`config.mk`:
```
export PLATFORM = sky130hd
export DESIGN_NAME = ps2_host_tx_flat
export DESIGN_NICKNAME = d
export VERILOG_FILES = /design/src/rtl/ps2_host_tx_if.sv /design/src/rtl/ps2_host_tx.sv /design/src/flat_wrapper.sv
export SDC_FILE = /design/constraint.sdc
export NUM_CORES = 1
export LEC_CHECK = 0
export CAP_MARGIN = 15
export CORE_AREA = 2 2 88 90
export CTS_CLUSTER_DIAMETER = 80
export DETAILED_ROUTE_END_ITERATION = 10
export DIE_AREA = 0 0 90 92
export PLACE_DENSITY = 0.65
export SLEW_MARGIN = 20
export SYNTH_ARGS = -nofsm -noshare
export SYNTH_HDL_FRONTEND = slang
export SYNTH_SLANG_ARGS = --single-unit
export TNS_END_PERCENT = 50
```
`constraint.sdc`:
```
create_clock -name clk -period 1.93 [get_ports clk]
set_clock_uncertainty 0.2 [all_clocks]
set_input_delay 0.193 -clock clk [delete_from_list [all_inputs] [get_ports clk]]
set_output_delay 0.193 -clock clk [all_outputs]
set_load 0.01 [all_outputs]
```
`src/rtl/ps2_host_tx_if.sv`:
```
// Host-side command handshake for the PS/2 transmitter.
//   tx_data  : byte to send (master -> slave)
//   tx_valid : request, accepted when tx_valid && tx_ready
//   tx_ready : transmitter idle and able to accept
//   tx_done  : one-cycle pulse, frame sent and ACK seen
//   tx_error : one-cycle pulse, NACK or timeout
interface ps2_host_tx_if;
  logic [7:0] tx_data;
  logic       tx_valid;
  logic       tx_ready;
  logic       tx_done;
  logic       tx_error;

  modport master (output tx_data, tx_valid, input tx_ready, tx_done, tx_error);
  modport slave  (input tx_data, tx_valid, output tx_ready, tx_done, tx_error);
endinterface

```
`src/rtl/ps2_host_tx.sv`:
```
// PS/2 host-to-device command transmitter.
// Runs a full host request: clock inhibit, start bit, 8 data bits LSB first,
// odd parity, stop bit, then checks the device ACK on the 11th falling clock.
// Ports:
//   clk, resetn   : system clock, async active-low reset
//   tx            : command handshake (slave side)
//   ps2_clk_in    : raw PS/2 clock line level
//   ps2_dat_in    : raw PS/2 data line level
//   ps2_clk_oe    : 1 = pull PS/2 clock low
//   ps2_dat_oe    : 1 = pull PS/2 data low
//
// state      | meaning
// -----------+-----------------------------------------------------------
// S_IDLE     | lines released, tx_ready high, waiting for a request
// S_INHIBIT  | clock held low for INHIBIT_CYCLES
// S_REQ      | one cycle with clock and data low (start bit asserted)
// S_WAIT_ST  | clock released, data low, waiting for first device fall
// S_SHIFT    | falls 1..10 drive data bits, parity, then release for stop
// S_ACK      | waiting for fall 11, sample device ACK
// S_WAIT_IDL | waiting for both lines to return high
module ps2_host_tx #(
  parameter int INHIBIT_CYCLES = 6000,
  parameter int TIMEOUT_CYCLES = 1000000
) (
  input  logic        clk,
  input  logic        resetn,
  ps2_host_tx_if.slave tx,
  input  logic        ps2_clk_in,
  input  logic        ps2_dat_in,
  output logic        ps2_clk_oe,
  output logic        ps2_dat_oe
);

  localparam int CNT_MAX = (TIMEOUT_CYCLES > INHIBIT_CYCLES) ? TIMEOUT_CYCLES : INHIBIT_CYCLES;
  localparam int CW      = $clog2(CNT_MAX + 1);
  localparam logic [CW-1:0] CNT_ONE = CW'(1);
  localparam logic [CW-1:0] LD_INH  = CW'(INHIBIT_CYCLES - 1);
  localparam logic [CW-1:0] LD_TMO  = CW'(TIMEOUT_CYCLES);

  typedef enum logic [2:0] {
    S_IDLE, S_INHIBIT, S_REQ, S_WAIT_ST, S_SHIFT, S_ACK, S_WAIT_IDL
  } state_t;

  state_t        r_state, w_next;
  logic [1:0]    r_clk_sync, r_dat_sync;
  logic          r_clk_prev;
  logic [7:0]    r_shift;
  logic          r_parity;
  logic [3:0]    r_bitcnt;
  logic [CW-1:0] r_cnt;
  logic          r_dat_drv;

  logic w_sync_clk, w_sync_dat, w_fall, w_active, w_timeout;
  logic w_clk_oe, w_dat_oe, w_done, w_error;

  assign w_sync_clk = r_clk_sync[1];
  assign w_sync_dat = r_dat_sync[1];
  assign w_fall     = r_clk_prev & ~w_sync_clk;
  assign w_active   = (r_state == S_WAIT_ST) || (r_state == S_SHIFT) ||
                      (r_state == S_ACK)     || (r_state == S_WAIT_IDL);
  // Shared counter: counts down the inhibit, then reloads as the frame timeout.
  assign w_timeout  = w_active && (r_cnt == '0);

  // Synchronizers reset to the idle-high line level so no false fall appears.
  always_ff @(posedge clk or negedge resetn) begin
    if (!resetn) begin
      r_clk_sync <= 2'b11;
      r_dat_sync <= 2'b11;
      r_clk_prev <= 1'b1;
    end else begin
      r_clk_sync <= {r_clk_sync[0], ps2_clk_in};
      r_dat_sync <= {r_dat_sync[0], ps2_dat_in};
      r_clk_prev <= w_sync_clk;
    end
  end

  always_ff @(posedge clk or negedge resetn) begin
    if (!resetn) r_state <= S_IDLE;
    else         r_state <= w_next;
  end

  always_comb begin
    w_next   = r_state;
    w_clk_oe = 1'b0;
    w_dat_oe = 1'b0;
    w_done   = 1'b0;
    w_error  = 1'b0;
    case (r_state)
      S_IDLE:     if (tx.tx_valid) w_next = S_INHIBIT;
      S_INHIBIT: begin
        w_clk_oe = 1'b1;
        if (r_cnt == '0) w_next = S_REQ;
      end
      S_REQ: begin
        w_clk_oe = 1'b1;
        w_dat_oe = 1'b1;
        w_next   = S_WAIT_ST;
      end
      S_WAIT_ST: begin
        w_dat_oe = 1'b1;
        if (w_fall) w_next = S_SHIFT;
      end
      S_SHIFT: begin
        w_dat_oe = r_dat_drv;
        // fall 10 arrives with nine falls already counted
        if (w_fall && (r_bitcnt == 4'd9)) w_next = S_ACK;
      end
      S_ACK: begin
        if (w_fall) begin
          if (w_sync_dat) begin
            w_error = 1'b1;
            w_next  = S_IDLE;
          end else begin
            w_next  = S_WAIT_IDL;
          end
        end
      end
      S_WAIT_IDL: begin
        if (w_sync_clk && w_sync_dat) begin
          w_done = 1'b1;
          w_next = S_IDLE;
        end
      end
      default: w_next = S_IDLE;
    endcase
    // Timeout wins over any fall seen in the same cycle.
    if (w_timeout) begin
      w_next   = S_IDLE;
      w_clk_oe = 1'b0;
      w_dat_oe = 1'b0;
      w_done   = 1'b0;
      w_error  = 1'b1;
    end
  end

  always_ff @(posedge clk or negedge resetn) begin
    if (!resetn) begin
      r_shift   <= '0;
      r_parity  <= 1'b0;
      r_bitcnt  <= '0;
      r_cnt     <= '0;
      r_dat_drv <= 1'b0;
    end else begin
      case (r_state)
        S_IDLE: begin
          if (tx.tx_valid) begin
            r_shift  <= tx.tx_data;
            r_parity <= ~^tx.tx_data;
            r_cnt    <= LD_INH;
            r_bitcnt <= '0;
          end
        end
        S_INHIBIT: if (r_cnt != '0) r_cnt <= r_cnt - CNT_ONE;
        S_REQ:     r_cnt <= LD_TMO;
        default: begin
          if (w_active && (r_cnt != '0)) r_cnt <= r_cnt - CNT_ONE;
          if (w_fall && ((r_state == S_WAIT_ST) || (r_state == S_SHIFT))) begin
            if (r_bitcnt < 4'd8) begin
              r_dat_drv <= ~r_shift[0];
              r_shift   <= {1'b0, r_shift[7:1]};
            end else if (r_bitcnt == 4'd8) begin
              r_dat_drv <= ~r_parity;
            end else begin
              r_dat_drv <= 1'b0;
            end
            r_bitcnt <= r_bitcnt + 4'd1;
          end
        end
      endcase
    end
  end

  assign ps2_clk_oe  = w_clk_oe;
  assign ps2_dat_oe  = w_dat_oe;
  assign tx.tx_ready = (r_state == S_IDLE);
  assign tx.tx_done  = w_done;
  assign tx.tx_error = w_error;

endmodule

```
`src/flat_wrapper.sv`:
```
// flat-port wrapper written by rule: the top's interface ports become plain ports
module ps2_host_tx_flat 
#(
  parameter int INHIBIT_CYCLES = 6000,
  parameter int TIMEOUT_CYCLES = 1000000
)
  (clk, resetn, ps2_clk_in, ps2_dat_in, ps2_clk_oe, ps2_dat_oe, tx_tx_data, tx_tx_valid, tx_tx_ready, tx_tx_done, tx_tx_error);
  ps2_host_tx_if tx_i ();
  input  logic clk;
  input  logic resetn;
  input  logic ps2_clk_in;
  input  logic ps2_dat_in;
  output logic ps2_clk_oe;
  output logic ps2_dat_oe;
  input wire logic [$bits(tx_i.tx_data)-1:0] tx_tx_data;
  input wire logic [$bits(tx_i.tx_valid)-1:0] tx_tx_valid;
  output wire logic [$bits(tx_i.tx_ready)-1:0] tx_tx_ready;
  output wire logic [$bits(tx_i.tx_done)-1:0] tx_tx_done;
  output wire logic [$bits(tx_i.tx_error)-1:0] tx_tx_error;
  assign tx_i.tx_data = tx_tx_data;
  assign tx_i.tx_valid = tx_tx_valid;
  assign tx_tx_ready = tx_i.tx_ready;
  assign tx_tx_done = tx_i.tx_done;
  assign tx_tx_error = tx_i.tx_error;
  ps2_host_tx #(.INHIBIT_CYCLES(INHIBIT_CYCLES), .TIMEOUT_CYCLES(TIMEOUT_CYCLES)) u_core (.clk(clk), .resetn(resetn), .tx(tx_i), .ps2_clk_in(ps2_clk_in), .ps2_dat_in(ps2_dat_in), .ps2_clk_oe(ps2_clk_oe), .ps2_dat_oe(ps2_dat_oe));
endmodule
```
==> results.md <==
* Status: finished, violations left
* Failing checks: negative setup slack
* Slowest stage delay, CP at 0.42 ns
* Initial Util at 33.2%
* Final global-route overflow total at 0
* PD cells at 1290 mW/mm^2
* Layout Nets at 384
* Sw Share at 37.3%
* Total core area at 0.00745 mm^2
* Number of fill cells at 681
* Reg power frac at 30.9%
* Top cells by count, synth: dfrtp_1, o21ai_0, nor2_1
* Hold endpoint: u_core.r_clk_sync[0]$_DFF_PN1_
* Fin crit period at 2.30 ns
* Clock power frac at 18.2%
* Max-slew violations at 0
* Initial antenna violation count at 0
* Num CTS Buffers at 5
* Area Overhead vs Synth at 50.3%
* Antenna Nets Post-Route at 0
* Count leader, synth: dfrtp_1
* H-Tree Depth at 2
* Fraction of registers with async set/reset at 100%
* WL per Instance at 14.8 um
* I/O pin count at 18
* Yosys warning count at 0
* Worst Slack Setup Final at -0.372 ns
* Clock Latency Late Sink at 0.29 ns
* Via density per instance at 5.23
* Final setup fails at 25
* Synthesized instance count at 272
* Dominant cells by area after synthesis: dfrtp_1, o21ai_0, dfstp_2, nor2_1, nand2_1
* LEAKAGE at 1.63 nW
* GPL Wtd Cong at 0.910
* Clock Pin Slew Worst Setup and Hold Paths at 0.08 ns
* Post-synth EDFFs at 0
* Clk root buf: clkbuf_8
* Net Switching at 1.79 mW
* Critical path startpoint: u_core.r_cnt[8]$_DFFE_PN0P_
* Buf/Inv on CP at 1
* Post-DP HPWL at 4770 um
* Clock Path Buffers at 2
* Hold Vio Cnt, Final at 0
* 1st-pass router iterations at 4
* Vias in the first global route at 2412
* DIE AREA at 0.00828 mm^2
* Worst setup SP type: register
* Required @ worst endpoint at 1.54 ns
* Port-buffer cells at 17
* Ordered list of cells on the worst path: nor4_4, nand4b_4, or2_4, o21ai_2, a32o_2, buf_6
* Worst R2R End: u_core.r_cnt[0]$_DFFE_PN0P_
* Worst-Margin Slew at 0.398 ns
* MaxCap Viol Count at 0
* Synthesized area per cell at 9.10 um^2
* Syn_nets at 290
* Die width at 90 um
* Delay-heaviest family, CP: simple AND/OR/NAND/NOR gates
* CTS sink cnt at 42
* DR vias at 2454
* Seq/Total Area, Yosys at 42.7%
* R2R Path Start: u_core.r_cnt[0]$_DFFE_PN0P_
* Post-Syn Area at 0.00248 mm^2
* RSZ-0062 raised after global routing: yes
* Initial DRC Count at 139
* Setup CP Type: register to output pin
* Area leader, netlist: dfrtp_1
* Seq cells post-synth at 42
* Synth top area share at 37.4%
* Largest net degree at the start of global routing at 43
* Power share of the combinational group at 50.9%
* Drt drc at 0
* CTS tree: done
* Global-route wire length before repair at 11400 um
* Peak VDD IR at 631 uV
* Final wirelength at 6940 um
* Max Freq at 0.434 GHz
* Total Neg Setup Slack at -6.39 ns
* CP endpoint kind: output pin
* Rows at 32
* Worst Hold Class: primary input to register
* Die Y-Extent at 92 um
* P_int at 3.00 mW
* Worst rel slew slack at 73.1%
* Cells on worst reg2reg path at 11
* Total GRT Usage at 16.8%
* Distinct cells, synth at 53
* CP arrival at 1.91 ns
* R2R setup slack at -0.35 ns
* N_diodes at 0
* CP max stage cell: dfrtp_2
* Fraction of layout cells with a size suffix above 1 at 42.2%
* Hold_sp: ps2_clk_in
* Tcrit/Tclk final at 119%
* Util after Layout at 50.0%
* Post-synth top flop: dfrtp_1
* Crit Path Max Fanout at 4
* Hold Path Cell Cnt at 1
## worst max-delay path by stage
stage | end | slack (ns) | cells past startpoint
floorplan | u_core.r_cnt[8]$_DFFE_PN0P_ | -0.17 | 6
global placement | tx_tx_error | -0.49 | 8
detailed placement | tx_tx_error | -0.58 | 8
CTS | tx_tx_error | -0.40 | 6
global route | tx_tx_error | -0.44 | 6
finish | tx_tx_error | -0.37 | 6
## routing by layer
layer / up-vias / GRT usage (%) / share of wire [%]
li1: 1189 / - / -
met1: 1206 / 21.8 / 44
met2: 42 / 28.6 / 51
met3: 17 / 2.71 / 2.3
met4: 0 / 5.64 / 2.1
met5: - / 0 / 0
## area by class of cell
type	count	area (um^2)	share of cell area (%)
sequential	42	1060	28.5
tap	102	128	3.43
multi-input combinational	209	1500	40.4
clock inverter	2	60.1	1.61
clock buffer	6	82.6	2.22
timing repair buffer	102	863	23.2
inverter	6	25.0	0.672
## cells in the final DEF (no fill, tap or decap), types with 9 or more instances in the layout
| cell type | synthesis | routed |
|---|---|---|
| buf_6 | 1 | 17 |
| nor2_1 | 27 | 22 |
| o21ai_2 | 0 | 10 |
| dfrtp_1 | 37 | 35 |
| nand2_1 | 25 | 20 |
| a31oi_1 | 9 | 9 |
| o21ai_0 | 31 | 16 |
| buf_4 | 0 | 67 |
| a21oi_1 | 16 | 12 |
| clkdlybuf4s50_1 | 0 | 11 |
## flip-flops by register name (all words and copies together) (netlist names)
name	cells
u_core.r_bitcnt	4
u_core.r_shift	8
u_core.r_state	3
u_core.r_cnt	20
u_core.r_dat_drv	1
u_core.r_parity	1
u_core.r_clk_prev	1
u_core.r_clk_sync	2
u_core.r_dat_sync	2
## stage by stage
stage | power (mW) | instance area, um^2 | cells | setup slack, ns | hold slack [ns]
floorplan | 2.58 | 2510 | 272 | -0.165 | -0.303
global route | 5.11 | 3720 | 469 | -0.444 | 0.0953
finish | 4.79 | 3720 | 469 | -0.372 | 0.101
CTS | 4.51 | 3570 | 463 | -0.401 | 0.0949
global placement | 3.44 | 3260 | 447 | -0.492 | -0.00906
detailed placement | 3.50 | 3260 | 447 | -0.577 | -0.00935
## power groups by stage
stage                     Clock, mW  Combinational [mW]  Sequential (mW)
after floorplan                   0                1.06             1.51
after global placement            0                1.99             1.45
after detailed placement          0                2.03             1.47
after CTS                     0.888                2.16             1.46
after global routing          0.920                2.67             1.51
final                         0.871                2.44             1.48
## kinds of logic (layout without fill, tap and decap cells)
logic type | after synthesis | count (layout) | share of synthesized area, %
muxes | 7 | 7 | 2.83
AOI/OAI and AO/OA | 87 | 87 | 22.9
buffers and inverters | 21 | 116 | 4.14
adders and majority gates | 5 | 5 | 2.53
and+or+nand+nor | 100 | 100 | 21.3
DFF | 42 | 42 | 42.7
xor gates and xnor gates | 10 | 10 | 3.54
## timing repair
action,4_1_cts,5_1_grt
resized for setup,56,37
hold buffers,1,0
pin swaps,23,7
endpoints found under the setup margin,39,36
cloned,0,1
endpoints found under the hold margin,42,0
buffers inserted,7,5
Note: power is estimated with default switching activity, not from simulation.
